==> config.mk <==
export PLATFORM = sky130hd
export DESIGN_NAME = spi_tx_arbiter_flat
export DESIGN_NICKNAME = d
export VERILOG_FILES = /design/src/rtl/spi_tx_arbiter_if.sv /design/src/rtl/spi_tx_arbiter.sv /design/src/flat_wrapper.sv
export SDC_FILE = /design/constraint.sdc
export NUM_CORES = 1
export LEC_CHECK = 0
export ABC_AREA = 1
export BUFFER_PORTS_ARGS = -buffer_cell sky130_fd_sc_hd__buf_2
export CAP_MARGIN = 5
export CORE_MARGIN = 3
export CORE_UTILIZATION = 47
export CTS_CLUSTER_DIAMETER = 40
export DETAILED_ROUTE_END_ITERATION = 8
export PLACE_DENSITY = 0.86
export SYNTH_ARGS = -nofsm -noshare
export SYNTH_HDL_FRONTEND = slang
export SYNTH_SLANG_ARGS = --single-unit
==> constraint.sdc <==
create_clock -name clock -period 1.38 [get_ports clock]
set_input_delay 0.207 -clock clock [delete_from_list [all_inputs] [get_ports clock]]
set_output_delay 0.207 -clock clock [all_outputs]
set_load 0.02 [all_outputs]
==> src/rtl/spi_tx_arbiter_if.sv <==
// Byte-stream handshake bundle between the two requesters, the arbiter and the SPI master.
// The slave modport is the arbiter's view; the master modport drives requests and m_ready.
interface spi_tx_arbiter_if;
  logic       a_valid;
  logic       a_ready;
  logic [7:0] a_byte;
  logic       a_last;
  logic       b_valid;
  logic       b_ready;
  logic [7:0] b_byte;
  logic       b_last;
  logic       m_valid;
  logic       m_ready;
  logic [7:0] m_byte;
  logic       m_clear_cs;
  logic [1:0] owner;

  modport slave (
    input  a_valid, a_byte, a_last,
    input  b_valid, b_byte, b_last,
    input  m_ready,
    output a_ready, b_ready,
    output m_valid, m_byte, m_clear_cs, owner
  );

  modport master (
    output a_valid, a_byte, a_last,
    output b_valid, b_byte, b_last,
    output m_ready,
    input  a_ready, b_ready,
    input  m_valid, m_byte, m_clear_cs, owner
  );
endinterface

==> src/rtl/spi_tx_arbiter.sv <==
// Round-robin sharing of one SPI byte transmitter between two requesters, locked per
// transaction so chip-select framing never interleaves. One-entry output buffer.
module spi_tx_arbiter (
  input  logic             clock,
  input  logic             reset_async,
  spi_tx_arbiter_if.slave  bus
);

  typedef enum logic [2:0] {
    S_IDLE    = 3'd0,
    S_OWN_A   = 3'd1,
    S_OWN_B   = 3'd2,
    S_DRAIN_A = 3'd3,
    S_DRAIN_B = 3'd4
  } state_t;

  state_t     r_state;
  state_t     w_state_next;
  logic       r_rr;
  logic       w_rr_next;
  logic [1:0] r_rst_sync;
  logic       w_rst_hold;
  logic       r_full;
  logic [7:0] r_byte;
  logic       r_last;
  logic       w_load;
  logic [7:0] w_load_byte;
  logic       w_load_last;
  logic       w_drain;
  logic       w_a_ready;
  logic       w_b_ready;
  logic [1:0] w_owner;

  // Assertion is immediate; release is seen only after two clean edges.
  always_ff @(posedge clock or posedge reset_async) begin
    if (reset_async) begin
      r_rst_sync <= 2'b11;
    end else begin
      r_rst_sync <= {r_rst_sync[0], 1'b0};
    end
  end

  assign w_rst_hold = r_rst_sync[1];
  assign w_drain    = r_full && bus.m_ready;

  always_ff @(posedge clock or posedge reset_async) begin
    if (reset_async) begin
      r_state <= S_IDLE;
      r_rr    <= 1'b0;
    end else begin
      r_state <= w_state_next;
      r_rr    <= w_rr_next;
    end
  end

  always_comb begin
    w_state_next = r_state;
    w_rr_next    = r_rr;
    w_a_ready    = 1'b0;
    w_b_ready    = 1'b0;
    w_load       = 1'b0;
    w_load_byte  = 8'h00;
    w_load_last  = 1'b0;
    w_owner      = 2'b00;
    case (r_state)
      S_IDLE: begin
        if (bus.a_valid && (!bus.b_valid || !r_rr)) begin
          w_state_next = S_OWN_A;
        end else if (bus.b_valid) begin
          w_state_next = S_OWN_B;
        end
      end
      S_OWN_A: begin
        w_owner   = 2'b01;
        w_a_ready = !r_full;
        if (bus.a_valid && !r_full) begin
          w_load      = 1'b1;
          w_load_byte = bus.a_byte;
          w_load_last = bus.a_last;
          if (bus.a_last) begin
            w_state_next = S_DRAIN_A;
            w_rr_next    = 1'b1;
          end
        end
      end
      S_OWN_B: begin
        w_owner   = 2'b10;
        w_b_ready = !r_full;
        if (bus.b_valid && !r_full) begin
          w_load      = 1'b1;
          w_load_byte = bus.b_byte;
          w_load_last = bus.b_last;
          if (bus.b_last) begin
            w_state_next = S_DRAIN_B;
            w_rr_next    = 1'b0;
          end
        end
      end
      S_DRAIN_A: begin
        w_owner = 2'b01;
        if (w_drain) w_state_next = S_IDLE;
      end
      S_DRAIN_B: begin
        w_owner = 2'b10;
        if (w_drain) w_state_next = S_IDLE;
      end
      default: begin
        w_state_next = S_IDLE;
      end
    endcase
    // Only IDLE is reachable while the reset release is still synchronising.
    if (w_rst_hold) begin
      w_state_next = S_IDLE;
    end
  end

  // Loads only happen when empty, so load and drain never coincide.
  always_ff @(posedge clock or posedge reset_async) begin
    if (reset_async) begin
      r_full <= 1'b0;
      r_byte <= 8'h00;
      r_last <= 1'b0;
    end else if (w_load) begin
      r_full <= 1'b1;
      r_byte <= w_load_byte;
      r_last <= w_load_last;
    end else if (w_drain) begin
      r_full <= 1'b0;
    end
  end

  assign bus.a_ready    = w_a_ready;
  assign bus.b_ready    = w_b_ready;
  assign bus.m_valid    = r_full;
  assign bus.m_byte     = r_byte;
  assign bus.m_clear_cs = r_last;
  assign bus.owner      = w_owner;

endmodule

==> src/flat_wrapper.sv <==
// flat-port wrapper written by rule: the top's interface ports become plain ports
module spi_tx_arbiter_flat 
  (clock, reset_async, bus_a_valid, bus_a_byte, bus_a_last, bus_b_valid, bus_b_byte, bus_b_last, bus_m_ready, bus_a_ready, bus_b_ready, bus_m_valid, bus_m_byte, bus_m_clear_cs, bus_owner);
  spi_tx_arbiter_if bus_i ();
  input  logic clock;
  input  logic reset_async;
  input wire logic [$bits(bus_i.a_valid)-1:0] bus_a_valid;
  input wire logic [$bits(bus_i.a_byte)-1:0] bus_a_byte;
  input wire logic [$bits(bus_i.a_last)-1:0] bus_a_last;
  input wire logic [$bits(bus_i.b_valid)-1:0] bus_b_valid;
  input wire logic [$bits(bus_i.b_byte)-1:0] bus_b_byte;
  input wire logic [$bits(bus_i.b_last)-1:0] bus_b_last;
  input wire logic [$bits(bus_i.m_ready)-1:0] bus_m_ready;
  output wire logic [$bits(bus_i.a_ready)-1:0] bus_a_ready;
  output wire logic [$bits(bus_i.b_ready)-1:0] bus_b_ready;
  output wire logic [$bits(bus_i.m_valid)-1:0] bus_m_valid;
  output wire logic [$bits(bus_i.m_byte)-1:0] bus_m_byte;
  output wire logic [$bits(bus_i.m_clear_cs)-1:0] bus_m_clear_cs;
  output wire logic [$bits(bus_i.owner)-1:0] bus_owner;
  assign bus_i.a_valid = bus_a_valid;
  assign bus_i.a_byte = bus_a_byte;
  assign bus_i.a_last = bus_a_last;
  assign bus_i.b_valid = bus_b_valid;
  assign bus_i.b_byte = bus_b_byte;
  assign bus_i.b_last = bus_b_last;
  assign bus_i.m_ready = bus_m_ready;
  assign bus_a_ready = bus_i.a_ready;
  assign bus_b_ready = bus_i.b_ready;
  assign bus_m_valid = bus_i.m_valid;
  assign bus_m_byte = bus_i.m_byte;
  assign bus_m_clear_cs = bus_i.m_clear_cs;
  assign bus_owner = bus_i.owner;
  spi_tx_arbiter u_core (.clock(clock), .reset_async(reset_async), .bus(bus_i));
endmodule
==> impl_results.md <==
* Status: complete, but fails checks
* Failing checks: negative setup slack
* First-pass GRT wire length at 4.719 mm
* Peak VDD IR at 1380 uV
* Clock sink total at 16
* Worst hold stages at 2
* Worst-Skew Late Latency at 0.30 ns
* DR vias at 1,120
* Die area at 0.002575 mm2
* IO Pins at 37
* CTS Buf Count at 3
* Slew Limit Fails at 0
* Hold WC Path Type: primary input to flop
* Final clock skew at 0.01211 ns
* Worst-path fanout max at 5
* Critical-path top delay cell: dfrtp_2
* Die H at 50.74 um
* Total negative slack at -1.216 ns
* Avg Cell Area, Syn at 7.409 um2
* Crit-path cells: nor3_4 -> inv_2 -> nor2_4 -> buf_6
* Gr usage total at 24.25%
* Commonest non-fill, non-tap cell in the layout: nand2_1
* DRT Wirelength at 2.987 mm
* Crit. End Element: primary output
* Largest net degree at the start of global routing at 17
* Clk buf depth at 2
* Die X at 50.74 um
* Cell count after synthesis at 127
* WP buf/inv at 2
* Initial antenna violation count at 0
* P&R area growth vs syn at 45.48%
* CTS tree: yes
* Min Tclk post-route at 1.528 ns
* RSZ-0062 raised after global routing: yes
* Starting Density at 52.22%
* Sequential cell area fraction in the yosys report at 42.82%
* Inserted Diodes at 0
* Netlist Area Pre-Place at 940.9 um2
* Switching share of power at 47.40%
* Remaining antenna violation count at 0
* Net Switching at 1407 uW
* Clock share of power at 10.5%
* CP max stage delay at 0.48 ns
* Layout cells sized above 1 at 44.38%
* DRC violations left at 0
* PnR worst setup slack at -0.1482 ns
* DRT Pass-1 Iters at 4
* Core area at 0.001802 mm2
* Vias in the first global route at 1,020
* GRT overflow at 0
* HPWL Detailed at 1.893 mm
* Cell variety after synth at 20
* Buffers on Ports at 36
* Fmax at 0.6543 GHz
* Actual slew at the worst max-slew pin at 0.6083 ns
* Int Power at 1561 uW
* # rows at 15
* Via density at 5.517
* Clk root buf: clkbuf_4
* Critical path arrival at 1.32 ns
* GP Congestion at 1.047
* Final count of hold timing violations at 0
* Startpoint Class: flop
* Levels on crit path at 4
* H-tree levels at 1
* Setup CP Type: flop to primary output
* P per Cell Area at 2169 mW/mm2
* Family with the most delay on the worst path: flip-flops
* Final period util at 110.7%
* Final core utilization at 75.97%
* Number of synthesized register bits at 16
* Most frequent cells in the layout: nand2_1 (35), buf_2 (32), nand3_1 (30)
* Clock transition at path regs at 0.10 ns
* Final setup viols at 17
* Max_slew headroom at 59.40%
* Flop pwr share at 28.2%
* Initial DRC Count at 45
* Combinational Power Share at 61.3%
* Final #Nets at 202
* Max cap viols at 0
* Pleak at 0.0007399 uW
* FF-to-FF path depth at 8
* Req. time, crit path at 1.17 ns
* Syn_nets at 150
* Wirelength per Cell at 14.71 um
* Yosys warnings at 0
==> power groups by stage <==
stage          logic (uW)  clock network [uW]  registers [uW]
2_1_floorplan         790                   0             981
3_3_place_gp         1350                   0             813
3_5_place_dp         1380                   0             829
4_1_cts              1630                 315             822
5_1_grt              1980                 337             847
6_report             1820                 311             836
==> layout make-up <==
type                            count  area, um2
Clock buffer                        4      36.28
Fill cell                         128      432.9
Inverter                           12      50.05
Multi-Input combinational cell     97      524.3
Sequential cell                    16      405.4
Tap cell                           25      31.28
Timing Repair Buffer               49      321.6
==> logic make-up after synthesis <==
family	after synthesis	synth area share, %
other	1	0.3986
flip-flops	16	42.82
AO/OA/AOI/OAI	5	2.925
AND/OR/NAND/NOR	91	48.00
buffers and inverters	14	5.851
==> registers in the layout, summed over array words and instances, names as in the netlist <==
| register | flops |
|---|---|
| u_core.bus.m_byte | 8 |
| u_core.r_rr | 1 |
| u_core.r_rst_sync | 2 |
| u_core.bus.m_valid | 1 |
| u_core.r_state | 3 |
| u_core.bus.m_clear_cs | 1 |
==> through the flow <==
stage	hold WS [ns]	worst slack [ns]	cells	total power (uW)	area, um2
2_1_floorplan	0.1193	0.06863	127	1771	940.9
3_3_place_gp	0.2812	0.07012	188	2160	1157
3_5_place_dp	0.3079	0.01736	188	2209	1157
4_1_cts	0.09759	-0.1518	200	2767	1301
5_1_grt	0.09617	-0.2091	203	3162	1369
6_report	0.1053	-0.1482	203	2969	1369
==> worst register-to-register path, cell delays in order, from the launching register on <==
cell and delay, ns:
dfrtp_2 0.48, nor3_4 0.23, inv_2 0.09, nor2_4 0.10
buf_4 0.12, buf_4 0.11, buf_6 0.11, nand3_1 0.06
nand3_1 0.09
==> metal layers <==
layer  vias up  wire length, um  track usage (%)  part of all wire (%)
met4         0               93            7.175                   3.1
met2        73             1545            41.52                    52
met1       507             1121            30.71                    38
met3        17              226            4.748                   7.6
li1        523                -                -                     -
met5         -                0                0                     0
==> path summary, 6_finish.rpt <==
| kind | startpoint | to | slack [ns] |
|---|---|---|---|
| worst min register to register | u_core.r_rst_sync[0] | u_core.r_rst_sync[1] | 0.36 |
| worst max-delay path | u_core.r_state[0] | bus_b_ready | -0.15 |
| worst max register to register | u_core.r_state[0] | u_core.bus.m_byte[1] | -0.08 |
| min in group asynchronous | reset_async | u_core.bus.m_byte[2] | 0.51 |
| worst min-delay path | bus_m_ready | u_core.bus.m_valid | 0.11 |
| max in group asynchronous | reset_async | u_core.r_state[2] | 0.44 |
==> synth_stat cells <==
master | n | area share [%]
nand4_2 | 1 | 1.3
a21oi_1 | 1 | 0.53
nand2_2 | 1 | 0.67
o21ai_1 | 2 | 1.1
nand3_1 | 34 | 18
nor3_2 | 1 | 1.1
buf_2 | 2 | 1.1
conb_1 | 1 | 0.40
dfstp_2 | 2 | 5.6
nand2_4 | 1 | 1.2
o21a_1 | 1 | 0.80
dfrtp_1 | 14 | 37
inv_1 | 6 | 2.4
nor2_1 | 9 | 3.6
inv_2 | 6 | 2.4
o21ai_0 | 1 | 0.53
nand3_2 | 2 | 2.1
nand4_1 | 3 | 2.0
nor2_4 | 3 | 3.6
nand2_1 | 36 | 14
==> what timing repair did <==
item                                    in CTS  in global routing
buffers inserted                             7                  3
endpoints found under the hold margin       14                  0
pin swaps                                    9                  6
resized for setup                           11                 12
endpoints found under the setup margin       6                 18
hold buffers                                 1                  0
Power figures use the tool's default switching activity.
